File: src/rtl/msj_pd_scheduler.sv
`default_nettype none
// ============================================================================
// Module : msj_pd_scheduler
// Brief  : Time-multiplexes one PD controller across NUMBER_OF_MOTORS motors,
//          sweeping every motor once per control period.
// Rev    : 1.0
// ============================================================================
module msj_pd_scheduler #(
  parameter int NUMBER_OF_MOTORS = 8,
  parameter int CTRL_LATENCY     = 2,
  parameter int ACK_TIMEOUT      = 255
) (
  input  logic                                     clock,
  input  logic                                     reset_n,
  input  logic                                     enable,
  input  logic [31:0]                              update_period,
  input  logic                                     clear_flags,
  output logic                                     sensor_req,
  output logic [3:0]                               sensor_motor,
  input  logic                                     sensor_ack,
  input  logic signed [31:0]                       sensor_position,
  input  logic signed [31:0]                       sensor_velocity,
  output logic [3:0]                               pd_motor_sel,
  output logic signed [31:0]                       pd_position,
  output logic signed [31:0]                       pd_velocity,
  output logic                                     pd_update,
  input  logic signed [31:0]                       pd_duty,
  output logic signed [NUMBER_OF_MOTORS-1:0][31:0] duty,
  output logic                                     busy,
  output logic                                     sweep_done,
  output logic                                     overrun,
  output logic [NUMBER_OF_MOTORS-1:0]              timeout_flags
);

  localparam int TMO_W = (ACK_TIMEOUT > 1) ? $clog2(ACK_TIMEOUT) : 1;
  localparam int LAT_W = (CTRL_LATENCY > 1) ? $clog2(CTRL_LATENCY) : 1;
  localparam logic [3:0]       LAST_IDX = 4'(NUMBER_OF_MOTORS - 1);
  localparam logic [TMO_W-1:0] TMO_LAST = TMO_W'(ACK_TIMEOUT - 1);
  localparam logic [LAT_W-1:0] LAT_LAST = LAT_W'(CTRL_LATENCY - 1);

  typedef enum logic [2:0] {
    S_IDLE   = 3'd0,
    S_REQ    = 3'd1,
    S_UPDATE = 3'd2,
    S_WAIT   = 3'd3,
    S_STORE  = 3'd4
  } state_e;

  state_e                                   state_q, state_d;
  logic [3:0]                               idx_q, idx_d;
  logic [TMO_W-1:0]                         tmo_q, tmo_d;
  logic [LAT_W-1:0]                         lat_q, lat_d;
  logic [31:0]                              cnt_q, cnt_d;
  logic [31:0]                              period_q, period_d;
  logic signed [31:0]                       pos_q, pos_d;
  logic signed [31:0]                       vel_q, vel_d;
  logic signed [NUMBER_OF_MOTORS-1:0][31:0] duty_q, duty_d;
  logic [NUMBER_OF_MOTORS-1:0]              tflags_q, tflags_d;
  logic                                     overrun_q, overrun_d;
  logic                                     done_q, done_d;
  logic                                     req_q, req_d;
  logic                                     upd_q, upd_d;
  logic                                     busy_q, busy_d;
  logic [31:0]                              period_live;
  logic                                     tick;
  logic                                     advance;

  // The period is sampled while the counter sits at 0, so a new value only
  // applies from the next wrap and the first period after reset is complete.
  always_comb begin
    period_live = (update_period < 32'd2) ? 32'd2 : update_period;
    period_d    = (cnt_q == 32'd0) ? period_live : period_q;
    tick        = (cnt_q == period_d - 32'd1);
    cnt_d       = tick ? 32'd0 : cnt_q + 32'd1;
  end

  always_comb begin
    state_d   = state_q;
    idx_d     = idx_q;
    tmo_d     = '0;
    lat_d     = '0;
    pos_d     = pos_q;
    vel_d     = vel_q;
    duty_d    = duty_q;
    tflags_d  = clear_flags ? '0 : tflags_q;
    overrun_d = clear_flags ? 1'b0 : overrun_q;
    done_d    = 1'b0;
    advance   = 1'b0;

    if (tick && (state_q != S_IDLE)) overrun_d = 1'b1;

    case (state_q)
      S_IDLE: begin
        if (tick && enable) begin
          idx_d   = 4'd0;
          state_d = S_REQ;
        end
      end
      S_REQ: begin
        if (sensor_ack) begin
          pos_d   = sensor_position;
          vel_d   = sensor_velocity;
          state_d = S_UPDATE;
        end else if (tmo_q == TMO_LAST) begin
          for (int m = 0; m < NUMBER_OF_MOTORS; m++)
            if (idx_q == 4'(m)) tflags_d[m] = 1'b1;
          advance = 1'b1;
        end else begin
          tmo_d = tmo_q + TMO_W'(1);
        end
      end
      S_UPDATE: state_d = S_WAIT;
      S_WAIT: begin
        if (lat_q == LAT_LAST) state_d = S_STORE;
        else                   lat_d   = lat_q + LAT_W'(1);
      end
      S_STORE: begin
        for (int m = 0; m < NUMBER_OF_MOTORS; m++)
          if (idx_q == 4'(m)) duty_d[m] = pd_duty;
        advance = 1'b1;
      end
      default: state_d = S_IDLE;
    endcase

    // Shared by STORE and an ack timeout, which skips the motor's update.
    if (advance) begin
      if (idx_q == LAST_IDX) begin
        done_d  = 1'b1;
        state_d = S_IDLE;
      end else begin
        idx_d   = idx_q + 4'd1;
        state_d = S_REQ;
      end
    end

    req_d  = (state_d == S_REQ);
    upd_d  = (state_d == S_UPDATE);
    busy_d = (state_d != S_IDLE);
  end

  always_ff @(posedge clock or negedge reset_n) begin
    if (!reset_n) begin
      state_q   <= S_IDLE;
      idx_q     <= 4'd0;
      tmo_q     <= '0;
      lat_q     <= '0;
      cnt_q     <= 32'd0;
      period_q  <= 32'd0;
      pos_q     <= '0;
      vel_q     <= '0;
      duty_q    <= '0;
      tflags_q  <= '0;
      overrun_q <= 1'b0;
      done_q    <= 1'b0;
      req_q     <= 1'b0;
      upd_q     <= 1'b0;
      busy_q    <= 1'b0;
    end else begin
      state_q   <= state_d;
      idx_q     <= idx_d;
      tmo_q     <= tmo_d;
      lat_q     <= lat_d;
      cnt_q     <= cnt_d;
      period_q  <= period_d;
      pos_q     <= pos_d;
      vel_q     <= vel_d;
      duty_q    <= duty_d;
      tflags_q  <= tflags_d;
      overrun_q <= overrun_d;
      done_q    <= done_d;
      req_q     <= req_d;
      upd_q     <= upd_d;
      busy_q    <= busy_d;
    end
  end

  assign sensor_req    = req_q;
  assign sensor_motor  = idx_q;
  assign pd_motor_sel  = idx_q;
  assign pd_position   = pos_q;
  assign pd_velocity   = vel_q;
  assign pd_update     = upd_q;
  assign duty          = duty_q;
  assign busy          = busy_q;
  assign sweep_done    = done_q;
  assign overrun       = overrun_q;
  assign timeout_flags = tflags_q;

endmodule
`default_nettype wire

File: config.mk
export PLATFORM = sky130hd
export DESIGN_NAME = msj_pd_scheduler
export DESIGN_NICKNAME = d
export VERILOG_FILES = /design/src/rtl/msj_pd_scheduler.sv
export SDC_FILE = /design/constraint.sdc
export NUM_CORES = 1
export LEC_CHECK = 0
export CAP_MARGIN = 10
export CELL_PAD_IN_SITES_DETAIL_PLACEMENT = 0
export CELL_PAD_IN_SITES_GLOBAL_PLACEMENT = 2
export CORE_MARGIN = 1
export CORE_UTILIZATION = 35
export CTS_CLUSTER_DIAMETER = 50
export CTS_CLUSTER_SIZE = 40
export DETAILED_ROUTE_END_ITERATION = 7
export PLACE_DENSITY_LB_ADDON = 0.1
export SYNTH_ARGS = -nofsm -noshare
export SYNTH_HDL_FRONTEND = slang
export SYNTH_SLANG_ARGS = --single-unit
File: constraint.sdc
create_clock -name clock -period 11.25 [get_ports clock]
set_input_delay 2.25 -clock clock [delete_from_list [all_inputs] [get_ports clock]]
set_output_delay 2.25 -clock clock [all_outputs]
set_load 0.03 [all_outputs]
======== Word-level counts from Yosys, hierarchy flattened ========
Index checks and enable logic that the tools add are counted.
storage, ports and cells
  output and inout port bits .............. 341
  register bits after elaboration ......... 413
  input bits .............................. 133
  word-level logic and storage cells ...... 97
operators by class
  reductions and logical operators ........ 17
  add/sub/neg operators ................... 5
  equality and inequality tests ........... 15
  magnitude comparators ................... 1
  mux-type cells .......................... 37
operators with widths
  kind                     count
  $mux W32                 3
  $mux W8                  7
  $add A32 B1 Y32 const B  1
  $eq A32 B32 Y1           1
  $logic_not A32 Y1        1
  $lt A32 B2 Y1 const B    1
  $sub A32 B1 Y32 const B  1
  $reduce_and A2 Y1        9
  $mux W1                  17
  $eq A4 B3 Y1 const B     4
  $mux W4                  4
  $pmux W3 S5              1
  $mux W3                  4
  $eq A3 B2 Y1 const B     3
  $add A8 B1 Y8 const B    1
  $eq A4 B2 Y1 const B     2
  $eq A8 B8 Y1 const B     1
  $eq A3 B1 Y1 const B     2
  $reduce_bool A3 Y1       2
  $add A4 B1 Y4 const B    1
  $eq A4 B1 Y1 const B     1
  $logic_not A4 Y1         1
  $eq A3 B3 Y1 const B     1
  $logic_not A3 Y1         1
  other kinds (4)          5

======== Depth between registers and ports, before layout ========
  depth after elaboration ................. 10
  mapped depth ............................ 22
  depth with buffers taken out ............ 18

======== Worst setup path after synthesis ========
OpenSTA, ideal clock, no wires.
  path type ............................... input to register
  start point ............................. input update_period[28]
  end point ............................... register cnt_q[0]
  setup slack ............................. 4333 ps
  data required time ...................... 11124 ps
  arrival ................................. 6792 ps
  stages .................................. 19
  library setup time ...................... 126 ps
  buffers on the path ..................... 3
  path through ............................ or4_1 > nor4_2 > nand4_1 > a31o_2 > inv_1 > ha_1 > buf_2 > or4b_2 > or2_1 > clkbuf_1 > or3_1 > o32ai_1 > xor2_1 > nor4bb_1 > and3_1 > nand4_1 > nor4_4 > buf_6 > nor2_1
on the way
  longest elaborated chain between the ends .. 6
RTL lines
  element               RTL line  text
  from (decl)           16        input logic [31:0] update_period,
  $lt A32 B2 Y1         71        period_live = (update_period < 32'd2) ? 32'd2 : update_period;
  $mux W32              71
  $mux W32              72        period_d = (cnt_q == 32'd0) ? period_live : period_q;
  via period_d[0]       54        logic [31:0] period_q, period_d;
  $sub A32 B1 Y32       73        tick = (cnt_q == period_d - 32'd1);
  $eq A32 B32 Y1        73
  $mux W32              74        cnt_d = tick ? 32'd0 : cnt_q + 32'd1;
  via cnt_d[0]          53        logic [31:0] cnt_q, cnt_d;
  to (signal assigned)  163       cnt_q <= cnt_d;
  to (decl)             53
The timed path passes the listed nets, and every way through them passes these cells.
A chain may end at the register's enable or synchronous reset.

======== Final worst setup path ========
  start point ............................. input update_period[21]
  end point ............................... register idx_q[1], in the netlist pd_motor_sel[1]
on the way
  longest elaborated chain between the ends .. 10
RTL lines
  element                RTL line  text
  $lt A32 B2 Y1 *        71
  $mux W32 *             71
  $mux W32 *             72
  via period_d[0]        54
  $sub A32 B1 Y32 *      73
  $eq A32 B32 Y1 *       73
  $logic_and A1 B1 Y1 *  94        if (tick && enable) begin
  $mux W4 *              94
  $mux W4 *              92        case (state_q)
  $mux W4                127       if (idx_q == LAST_IDX) begin
  $mux W4 *              126       if (advance) begin
  via idx_d[1]           50        logic [3:0] idx_q, idx_d;
  to (signal assigned)   160       idx_q <= idx_d;
  to (decl)              50
Mark *: on every way through the listed nets, which the timed path passes. The rest lies on a longest branch.

==> out/metrics.yaml <==
synth:
  synth_seq_cells: 413
  synth_top_area_share_pct: 56.9
  synth.distinct_cells: 68
  ys.flop_type: "dfrtp_1"
  synthTopCellsByArea: "dfrtp_1, mux2_2, xnor2_1, xor2_1, nand2_1"
  yosysWarnings: 0
  seq_area_frac_synth_pct: 56.9
  syn_area_sq_um: 18200
  syn_area_per_cell_sq_um: 12.8
  syn_inst: 1415
  async_flop_share_pct: 100
  yosysMostFrequentCell: "dfrtp_1"
  synth_enable_flop_cells: 0
  synthTopCellsByCount: "dfrtp_1, mux2_2, nand2_1"
  yosysTopAreaCell: "dfrtp_1"
  synth_fp_nets: 1557
worst_setup_path:
  required_ns: 11.70
  start_kind: "primary input"
  cp.arrival_ns: 8.28
  reg2reg_depth: 18
  criticalPathCategory: "primary input to register"
  path_buf_inv: 2
  worstPathCellList: "clkdlybuf4s50_1 > or4_4 > nor4_2 > nand4_1 > a31o_2 > inv_1 > ha_1 > or4b_2 > or2_1 > or3_1 > o32ai_1 > xor2_1 > a2111oi_2 > nand4_1 > nor4_2 > and4_1 > o22ai_1"
  crit_cells: 17
  worstPathMaxFanout: 11
  endpoint_kind: "register"
  path_delay_family: "simple AND/OR/NAND/NOR gates"
  cp_slowest_cell: "or4b_2"
  critPathMaxStageDelay_ns: 0.66
timing:
  final-setup-viol-count: 0
  rsz0062_at_grt: "false"
  fin_worst_skew_ns: 0.0154
  worstMarginPinSlew_ns: 1.09
  period_minus_slack_ns: 7.83
  hold_viol_final: 0
  slew_viol_final: 0
  maxSlewHeadroom_pct: 26.8
  fmax_ghz: 0.128
  period_share_pct: 69.6
  tns_ns: 0
clocking:
  cts_resized: 0
  cts_setup_buffers: 0
  hold_buffers: 0
  cts_buffer_depth: 3
  clk_latency_ns: 0.58
  cts.clk_slew.worst_paths_ns: 0.07
  cts_tree: "done"
  cts_htree_levels: 2
  cts_root_buffer: "clkbuf_16"
  numCtsBuffers: 48
  cts.sinks: 413
global_routing:
  use_met2_pct: 35.4
  grtUsageMet1_pct: 27.9
  grt_pass1_vias: 13175
  antenna_found_initial: 1
  grt.overflow.total: 0
  grt_max_degree: 148
  gr-usage-met3_pct: 5.10
  grt_first_pass_wirelength_um: 86800
  grt_usage_pct: 21.7
  top_usage_layer: "met2"
detailed_routing:
  drc_errors: 0
  detail_route.iter0.violations: 681
  dr.pass1.iters: 5
  antenna_left: 0
  wl_um: 57800
  wl_per_cell_um: 22.2
  vias_per_cell: 5.09
  vias: 13259
hold_path:
  hold_path_depth: 1
  hp-class: "register to register"
power_and_ir_drop:
  p_leak_nw: 10.8
  ir_drop_uv: 117
  total_power_mw: 3.67
  p_per_area_nw_per_um2: 145
floorplanning:
  die_y_um: 230
  die_w_um: 230
  initial_core_util_pct: 35.4
  io_pins: 474
  die_area_sq_um: 52800
  row_count: 83
  coreArea_sq_um: 51300
placed_design:
  io_buffers: 473
  gp_congestion: 0.863
  hpwl_um: 41300
final_layout:
  nets: 2032
  layout-drive-gt1-share_pct: 24.1
  syn_to_final_growth_pct: 39.7
outcome:
  status: "finished, final reports clean"
run:
  drv_cap: 0
-- per-layer routing --
metal,vias to the layer above,wire (um)
li1,6026,-
met1,6698,24600
met2,426,27400
met3,109,3740
met4,0,2020
met5,-,0
-- power breakdown --
group | total, mW | leakage [nW] | switching, mW | internal [mW]
combinational | 0.390 | 4.77 | 0.218 | 0.172
clock | 1.71 | 0.825 | 0.671 | 1.04
sequential | 1.57 | 5.16 | 0.0311 | 1.54
-- cell families after synthesis --
kind of cell               synth area share (%)
buffers and inverters                      2.29
DFF                                        56.9
muxes                                      21.4
xor gates and xnor gates                   4.61
adders and majority gates                 0.620
AOI/OAI and AO/OA                          3.42
and+or+nand+nor                            10.8
-- flip-flops by register name, summed over array words and instances, names as in the netlist, 4 cells and up --
register       cells
cnt_q             32
duty             256
pd_motor_sel       4
pd_position       32
pd_velocity       32
period_q          32
timeout_flags      8
tmo_q              8
-- per-stage QoR --
stage          cells  setup slack, ns  cell area (sq um)  utilization, %  hold WS (ns)
2_1_floorplan   1415             4.33              18200               -         0.411
3_3_place_gp    2520             2.99              23600            46.0         0.423
3_5_place_dp    2520             2.89              23600            46.0         0.435
4_1_cts         2606             3.54              25400            49.4         0.443
5_1_grt         2606             3.10              25400            49.4         0.462
6_report        2607             3.42              25400            49.4         0.439
-- final timing paths --
path / startpoint / end / slack (ns)
min reg2reg: lat_q / lat_q / 0.44
min: lat_q / lat_q / 0.44
max reg2reg: cnt_q[0] / pd_motor_sel[1] / 4.94
max in group asynchronous: reset_n / duty[166] / 7.30
min in group asynchronous: reset_n / duty[27] / 1.65
max: update_period[21] / pd_motor_sel[1] / 3.42
-- cell usage in the layout, fill, tap and decap left out, types with 27 or more instances in the layout --
cell type | synthesis | routed
clkdlybuf4s50_1 | 0 | 472
dfrtp_1 | 413 | 413
mux2_2 | 330 | 330
nand2_1 | 82 | 74
nor2_1 | 75 | 73
clkbuf_16 | 0 | 49
xnor2_1 | 48 | 48
xor2_1 | 45 | 45
nand3_1 | 32 | 32
nor3_1 | 31 | 30
inv_1 | 27 | 27
-- area by class of cell --
class                           count  area, sq um
Fill cell                        4657        25900
Sequential cell                   413        10300
Multi-Input combinational cell    908         7440
Timing Repair Buffer              492         4890
Clock buffer                       55         1290
Tap cell                          680          851
Clock inverter                     31          448
Inverter                           27          101
Antenna cell                        1         2.50
(Power assumes the default switching activity.)
